$ cat config.mk
export PLATFORM = sky130hd
export DESIGN_NAME = mem_arbiter
export DESIGN_NICKNAME = d
export VERILOG_FILES = /design/src/rtl/mem_arbiter.sv
export SDC_FILE = /design/constraint.sdc
export NUM_CORES = 1
export LEC_CHECK = 0
export BUFFER_PORTS_ARGS = -buffer_cell sky130_fd_sc_hd__buf_4
export CAP_MARGIN = 10
export CORE_MARGIN = 4
export CORE_UTILIZATION = 50
export DETAILED_ROUTE_END_ITERATION = 8
export PLACE_DENSITY_LB_ADDON = 0.25
export SLEW_MARGIN = 10
export SYNTH_ARGS = -nofsm -noshare
export SYNTH_HDL_FRONTEND = slang
export SYNTH_SLANG_ARGS = --single-unit
$ cat constraint.sdc
create_clock -name clk -period 40 [get_ports clk]
set_input_delay 8 -clock clk [delete_from_list [all_inputs] [get_ports clk]]
set_output_delay 8 -clock clk [all_outputs]
set_load 0.02 [all_outputs]
$ cat src/rtl/mem_arbiter.sv
// mem_arbiter: shares one byte-wide synchronous RAM between the iCache refill
// path and the load/store unit.
//
// Ports
//   clk, rst_in            clock, asynchronous active-high reset
//   mem_din                RAM read byte (valid the cycle after mem_a is sampled)
//   mem_dout/mem_a/mem_wr  registered RAM write byte / byte address / write strobe
//   ic_req_en/ic_req_addr  iCache miss refill request, held until ic_done
//   ic_done/ic_blk_addr/ic_blk_data  one-cycle refill result (fill en/addr/data)
//   ls_req_en/ls_wr/ls_size/ls_addr/ls_wdata  load/store request, held until ls_done
//   ls_done/ls_rdata       one-cycle completion, zero-extended load data
//   flush                  misprediction abort (kills IFETCH/LOAD, not STORE)
//
// Reads: mem_a walks base..base+N-1, one byte per cycle; each byte returns
// a cycle later and is captured one edge after that, so the last byte lands
// at the edge that also raises done. Stores: one RAM write per cycle.
module mem_arbiter #(
  parameter int ADDR_W    = 32,
  parameter int BLK_BYTES = 16
) (
  input  logic                   clk,
  input  logic                   rst_in,
  input  logic [7:0]             mem_din,
  output logic [7:0]             mem_dout,
  output logic [ADDR_W-1:0]      mem_a,
  output logic                   mem_wr,
  input  logic                   ic_req_en,
  input  logic [ADDR_W-1:0]      ic_req_addr,
  output logic                   ic_done,
  output logic [ADDR_W-1:0]      ic_blk_addr,
  output logic [8*BLK_BYTES-1:0] ic_blk_data,
  input  logic                   ls_req_en,
  input  logic                   ls_wr,
  input  logic [1:0]             ls_size,
  input  logic [ADDR_W-1:0]      ls_addr,
  input  logic [31:0]            ls_wdata,
  output logic                   ls_done,
  output logic [31:0]            ls_rdata,
  input  logic                   flush
);

  localparam int OFF_W = $clog2(BLK_BYTES);
  // cnt runs one past N on reads (issue index leads capture index by one)
  localparam int CNT_W = $clog2(BLK_BYTES + 2);
  localparam int BLK_W = 8 * BLK_BYTES;

  typedef enum logic [1:0] {IDLE, IFETCH, LOAD, STORE} state_t;

  state_t              state_q, state_d;
  logic [CNT_W-1:0]    cnt_q, cnt_d, n_q, n_d, cnt_inc, rd_idx, ls_n;
  logic [ADDR_W-1:0]   base_q, base_d, ic_base;
  logic [31:0]         wdata_q, wdata_d;
  logic [BLK_W-1:0]    buf_q, buf_d;

  logic [7:0]          mem_dout_d;
  logic [ADDR_W-1:0]   mem_a_d, ic_blk_addr_d;
  logic                mem_wr_d, ic_done_d, ls_done_d;
  logic [BLK_W-1:0]    ic_blk_data_d;
  logic [31:0]         ls_rdata_d;

  logic acc_ls, acc_ic;
  logic unused_ic_off;

  // Block offset bits of the miss address are irrelevant to the refill.
  assign unused_ic_off = ^ic_req_addr[OFF_W-1:0];

  assign ic_base = {ic_req_addr[ADDR_W-1:OFF_W], {OFF_W{1'b0}}};
  assign cnt_inc = cnt_q + CNT_W'(1);
  assign rd_idx  = cnt_q - CNT_W'(1);

  // Size 3 is not a legal encoding; treat it as a word so the transfer
  // never overruns the 32-bit load/store data path.
  always_comb begin
    case (ls_size)
      2'd0:    ls_n = CNT_W'(1);
      2'd1:    ls_n = CNT_W'(2);
      default: ls_n = CNT_W'(4);
    endcase
  end

  // flush in IDLE blocks acceptance on that edge; loads/stores win ties.
  assign acc_ls = (state_q == IDLE) && !flush && ls_req_en;
  assign acc_ic = (state_q == IDLE) && !flush && !ls_req_en && ic_req_en;

  // State register
  always_ff @(posedge clk or posedge rst_in) begin
    if (rst_in) state_q <= IDLE;
    else        state_q <= state_d;
  end

  // Next-state logic
  always_comb begin
    state_d = state_q;
    case (state_q)
      IDLE: begin
        if (acc_ls)      state_d = ls_wr ? STORE : LOAD;
        else if (acc_ic) state_d = IFETCH;
      end
      IFETCH, LOAD: begin
        if (flush || cnt_q == n_q) state_d = IDLE;
      end
      STORE: begin
        if (cnt_inc == n_q) state_d = IDLE;
      end
      default: state_d = IDLE;
    endcase
  end

  // Output / datapath next-values (all outputs are registered below)
  always_comb begin
    cnt_d         = cnt_q;
    n_d           = n_q;
    base_d        = base_q;
    wdata_d       = wdata_q;
    buf_d         = buf_q;
    mem_a_d       = mem_a;
    mem_dout_d    = mem_dout;
    mem_wr_d      = 1'b0;
    ic_done_d     = 1'b0;
    ls_done_d     = 1'b0;
    ic_blk_addr_d = ic_blk_addr;
    ic_blk_data_d = ic_blk_data;
    ls_rdata_d    = ls_rdata;
    case (state_q)
      IDLE: begin
        if (acc_ls) begin
          base_d  = ls_addr;
          n_d     = ls_n;
          wdata_d = ls_wdata;
          cnt_d   = '0;
          buf_d   = '0;
          mem_a_d = ls_addr;
          if (ls_wr) begin
            mem_wr_d   = 1'b1;
            mem_dout_d = ls_wdata[7:0];
          end
        end else if (acc_ic) begin
          base_d  = ic_base;
          n_d     = CNT_W'(BLK_BYTES);
          cnt_d   = '0;
          buf_d   = '0;
          mem_a_d = ic_base;
        end
      end
      IFETCH, LOAD: begin
        // On flush nothing is committed; buf is cleared at the next accept.
        if (!flush) begin
          cnt_d = cnt_inc;
          if (cnt_inc < n_q)
            mem_a_d = base_q + ADDR_W'(cnt_inc);
          // byte cnt-1 is on mem_din now (issued two edges ago)
          if (cnt_q != '0) begin
            for (int i = 0; i < BLK_BYTES; i++)
              if (rd_idx == CNT_W'(i)) buf_d[8*i +: 8] = mem_din;
          end
          if (cnt_q == n_q) begin
            if (state_q == IFETCH) begin
              ic_done_d     = 1'b1;
              ic_blk_data_d = buf_d;
              ic_blk_addr_d = base_q;
            end else begin
              ls_done_d  = 1'b1;
              ls_rdata_d = buf_d[31:0];
            end
          end
        end
      end
      STORE: begin
        if (cnt_inc == n_q) begin
          ls_done_d = 1'b1;
        end else begin
          cnt_d    = cnt_inc;
          mem_wr_d = 1'b1;
          mem_a_d  = base_q + ADDR_W'(cnt_inc);
          for (int i = 0; i < 4; i++)
            if (cnt_inc == CNT_W'(i)) mem_dout_d = wdata_q[8*i +: 8];
        end
      end
      default: ;
    endcase
  end

  // Datapath and output registers
  always_ff @(posedge clk or posedge rst_in) begin
    if (rst_in) begin
      cnt_q       <= '0;
      n_q         <= '0;
      base_q      <= '0;
      wdata_q     <= '0;
      buf_q       <= '0;
      mem_a       <= '0;
      mem_dout    <= '0;
      mem_wr      <= 1'b0;
      ic_done     <= 1'b0;
      ls_done     <= 1'b0;
      ic_blk_addr <= '0;
      ic_blk_data <= '0;
      ls_rdata    <= '0;
    end else begin
      cnt_q       <= cnt_d;
      n_q         <= n_d;
      base_q      <= base_d;
      wdata_q     <= wdata_d;
      buf_q       <= buf_d;
      mem_a       <= mem_a_d;
      mem_dout    <= mem_dout_d;
      mem_wr      <= mem_wr_d;
      ic_done     <= ic_done_d;
      ls_done     <= ls_done_d;
      ic_blk_addr <= ic_blk_addr_d;
      ic_blk_data <= ic_blk_data_d;
      ls_rdata    <= ls_rdata_d;
    end
  end

endmodule

==> impl_metrics.toml <==
[critical_path]
worst_ep_required_time_ns = 40.46
worst-path-buf-inv = 3
cpPeakStageDelay_ns = 0.92
crit_type = "in2reg"
crit_top_cell = "buf_4"
cpLargestDelayFamily = "buffers and inverters"
end_kind = "flop"
critical_path.cell_chain = "buf_4, and3b_4, buf_4, buf_4, mux2_2"
crit_slowest_cell = "buf_4"
cp-start-kind = "input pin"
critical_path.max_fanout = 106
arrival_ns = 11.40

[cells_and_area]
drive_gt1_share_pct = 28.6
fill_cells = 3106
final_common_cell = "dfrtp_1"
area_delta_synth_final_pct = 23.4
diodes = 0
finalNetCount = 2181
final_cell_mix = "dfrtp_1, buf_4, nand2_1, nor2_1, a22o_1"
fin_cells = 2602
fin_util_pct = 62.4

[power_and_ir_drop]
peakVddDrop_v = 0.0000613
power.density_nw_per_um2 = 81.1
p_leak_nw = 11.4
total_power_mw = 1.96

[logic_synthesis]
synth.distinct_cells = 55
synthesis.nets = 1891
syn_inst = 1759
synth_edf_count = 0
synth_area_um2 = 19600
ys_warn_count = 0
async_flop_share_pct = 100
synthFlopType = "dfrtp_1"
yosysSeqAreaShare_pct = 56.0
synth.avg_cell_area_um2 = 11.1
ys_ff_latch = 438

[routing]
drt_iter0_drc = 1051
vias = 14800
drc_errors = 0
viasPerCell = 5.69
routed_wl_mm = 53.5
first_pass_iters = 5
avgRoutedWirePerCell_um = 20.6
drtAntennaViolNets = 0

[cts]
cts_tree = "yes"
clk_pin_slew_ns = 0.06
cts_hold_buffers = 0
post_cts_buffers = 0
clockBufferDepth = 3
clk_latency_ns = 0.58
cts.sink_count = 438
cts_made_buffers = 47
h-tree-depth = 2
root_buffer = "clkbuf_16"
postCtsResizedCells = 0

[place]
routabilityCongestion = 0.831
dpl.hpwl_mm = 35.0
place_inst = 2518
place_ws_ns = 28.46
io_buffers = 342

[sta]
fmax_ghz = 0.0914
setup_viol = 0
rsz0062_at_grt = "no"
worstMarginPinSlew_ns = 1.13
tns_ns = 0
final.setup_skew_ns = 0.0203
slew_headroom_pct = 24.0
min_period_over_period_pct = 27.4
setup_slack_ns = 29.06
slew_violations = 0
hold_violations = 0
final.min_clock_period_ns = 10.94

[grt]
antenna_found_initial = 1
grt_max_degree = 168
grt-ovfl-total = 0
grt_pass1_wl_mm = 84.6
grtUsageTotal_pct = 25.1
grt_pass1_vias = 14900

[floorplan]
die_x_um = 206
ioPinCount = 347
core_um2 = 38600
fp.dieH_um = 206
fp.dieArea_um2 = 42400
start_util_pct = 50.6
rows = 72

[run]
maxCapViolCount = 0

[min_path]
min_path_type = "reg2reg"

[status]
run_status = "finished, final reports clean"
[state kept, by name (all words and copies together), names as in the netlist]
signal / count
base_q: 32
buf_q: 128
cnt_q: 5
ic_blk_addr: 32
ic_blk_data: 128
ic_done: 1
ls_done: 1
ls_rdata: 32
mem_a: 32
mem_dout: 8
mem_wr: 1
n_q: 4
state_q: 2
wdata_q: 32
[stage by stage]
step,hold slack [ns],cell area [um^2]
2_1_floorplan,0.440,19600
3_3_place_gp,0.456,22500
3_5_place_dp,0.458,22500
4_1_cts,0.473,24100
5_1_grt,0.494,24100
6_report,0.469,24100
[layout make-up]
class                      instances  area, um^2  area share [%]
inverter                          17        71.3           0.296
clock inverter                    17         239           0.990
sequential                       438       11000            45.4
tap                              518         648            2.69
clock buffer                      67        1400            5.81
multi-input combinational       1186        8110            33.6
timing repair buffer             359        2710            11.2
[worst paths after layout]
path                        startpoint              end  slack [ns]  cells past startpoint
setup / recovery                 flush  ic_blk_data[24]       29.06                      5
setup reg to reg              cnt_q[0]  ic_blk_data[24]       35.19                      6
hold / removal             wdata_q[25]      wdata_q[25]        0.47                      2
min in group asynchronous       rst_in      wdata_q[22]        7.52                      2
max in group asynchronous       rst_in   ic_blk_data[5]       30.86                      3
hold reg to reg            wdata_q[25]      wdata_q[25]        0.47                      2
[worst register-to-register path, stage by stage (launching register included)]
cell and delay, ns:
dfrtp_1 0.51, ha_1 0.37, nor4_1 0.57, and3b_4 0.88, buf_4 0.96, buf_4 0.92, mux2_2 0.49
[cells in the mapped netlist, types with 3 or more instances]
| cell | count | area share, % |
|---|---|---|
| nor3_1 | 19 | 0.49 |
| o211ai_1 | 3 | 0.12 |
| nand3b_1 | 4 | 0.15 |
| and2_1 | 3 | 0.096 |
| nor2_1 | 134 | 2.6 |
| a21o_1 | 3 | 0.12 |
| a21oi_1 | 119 | 3.0 |
| o31ai_1 | 5 | 0.19 |
| nand3_1 | 14 | 0.36 |
| clkbuf_1 | 93 | 1.8 |
| nor2_2 | 10 | 0.32 |
| a22oi_1 | 10 | 0.38 |
| xor2_1 | 4 | 0.18 |
| a211oi_1 | 7 | 0.27 |
| or2_2 | 4 | 0.13 |
| a31oi_1 | 8 | 0.26 |
| o21ai_1 | 18 | 0.46 |
| mux2_1 | 6 | 0.35 |
| nand4_1 | 20 | 0.64 |
| ha_1 | 19 | 1.2 |
| o21ai_0 | 94 | 2.4 |
| a22o_1 | 133 | 6.0 |
| a32o_1 | 3 | 0.15 |
| nand2b_1 | 4 | 0.13 |
| buf_1 | 9 | 0.17 |
| nor4_1 | 7 | 0.22 |
| mux2_2 | 127 | 7.3 |
| nor2_4 | 4 | 0.23 |
| xnor2_1 | 27 | 1.2 |
| inv_1 | 17 | 0.33 |
| nor3b_1 | 3 | 0.12 |
| dfrtp_1 | 438 | 56 |
| nor2b_1 | 4 | 0.13 |
| mux2i_1 | 128 | 6.5 |
| o2bb2ai_1 | 7 | 0.31 |
| buf_2 | 16 | 0.41 |
| nand2_1 | 210 | 4.0 |
[per-layer routing]
metal | part of all wire (%) | routed length, um | up-vias | track usage (%)
met5 | 0.019 | 10 | - | 0
met2 | 47 | 25200 | 460 | 39.4
met1 | 44 | 23400 | 7409 | 35.5
met4 | 2.2 | 1170 | 2 | 6.87
li1 | - | - | 6850 | -
met3 | 7.0 | 3760 | 79 | 5.75
[logic make-up (layout without fill, tap and decap cells)]
logic type                 after synthesis  in the layout  share of synthesized area [%]
DFF                                    438            438                           56.0
buffers and inverters                  135            460                           2.69
muxes                                  262            262                           14.3
adders and majority gates               20             20                           1.32
and+or+nand+nor                        452            452                           10.1
AOI/OAI and AO/OA                      421            421                           14.2
xor gates and xnor gates                31             31                           1.39
[power breakdown]
group          total [mW]  internal (mW)  switching (mW)
sequential          0.698          0.589           0.109
clock               0.459          0.276           0.183
combinational       0.800          0.314           0.486
Power figures use the tool's default switching activity.
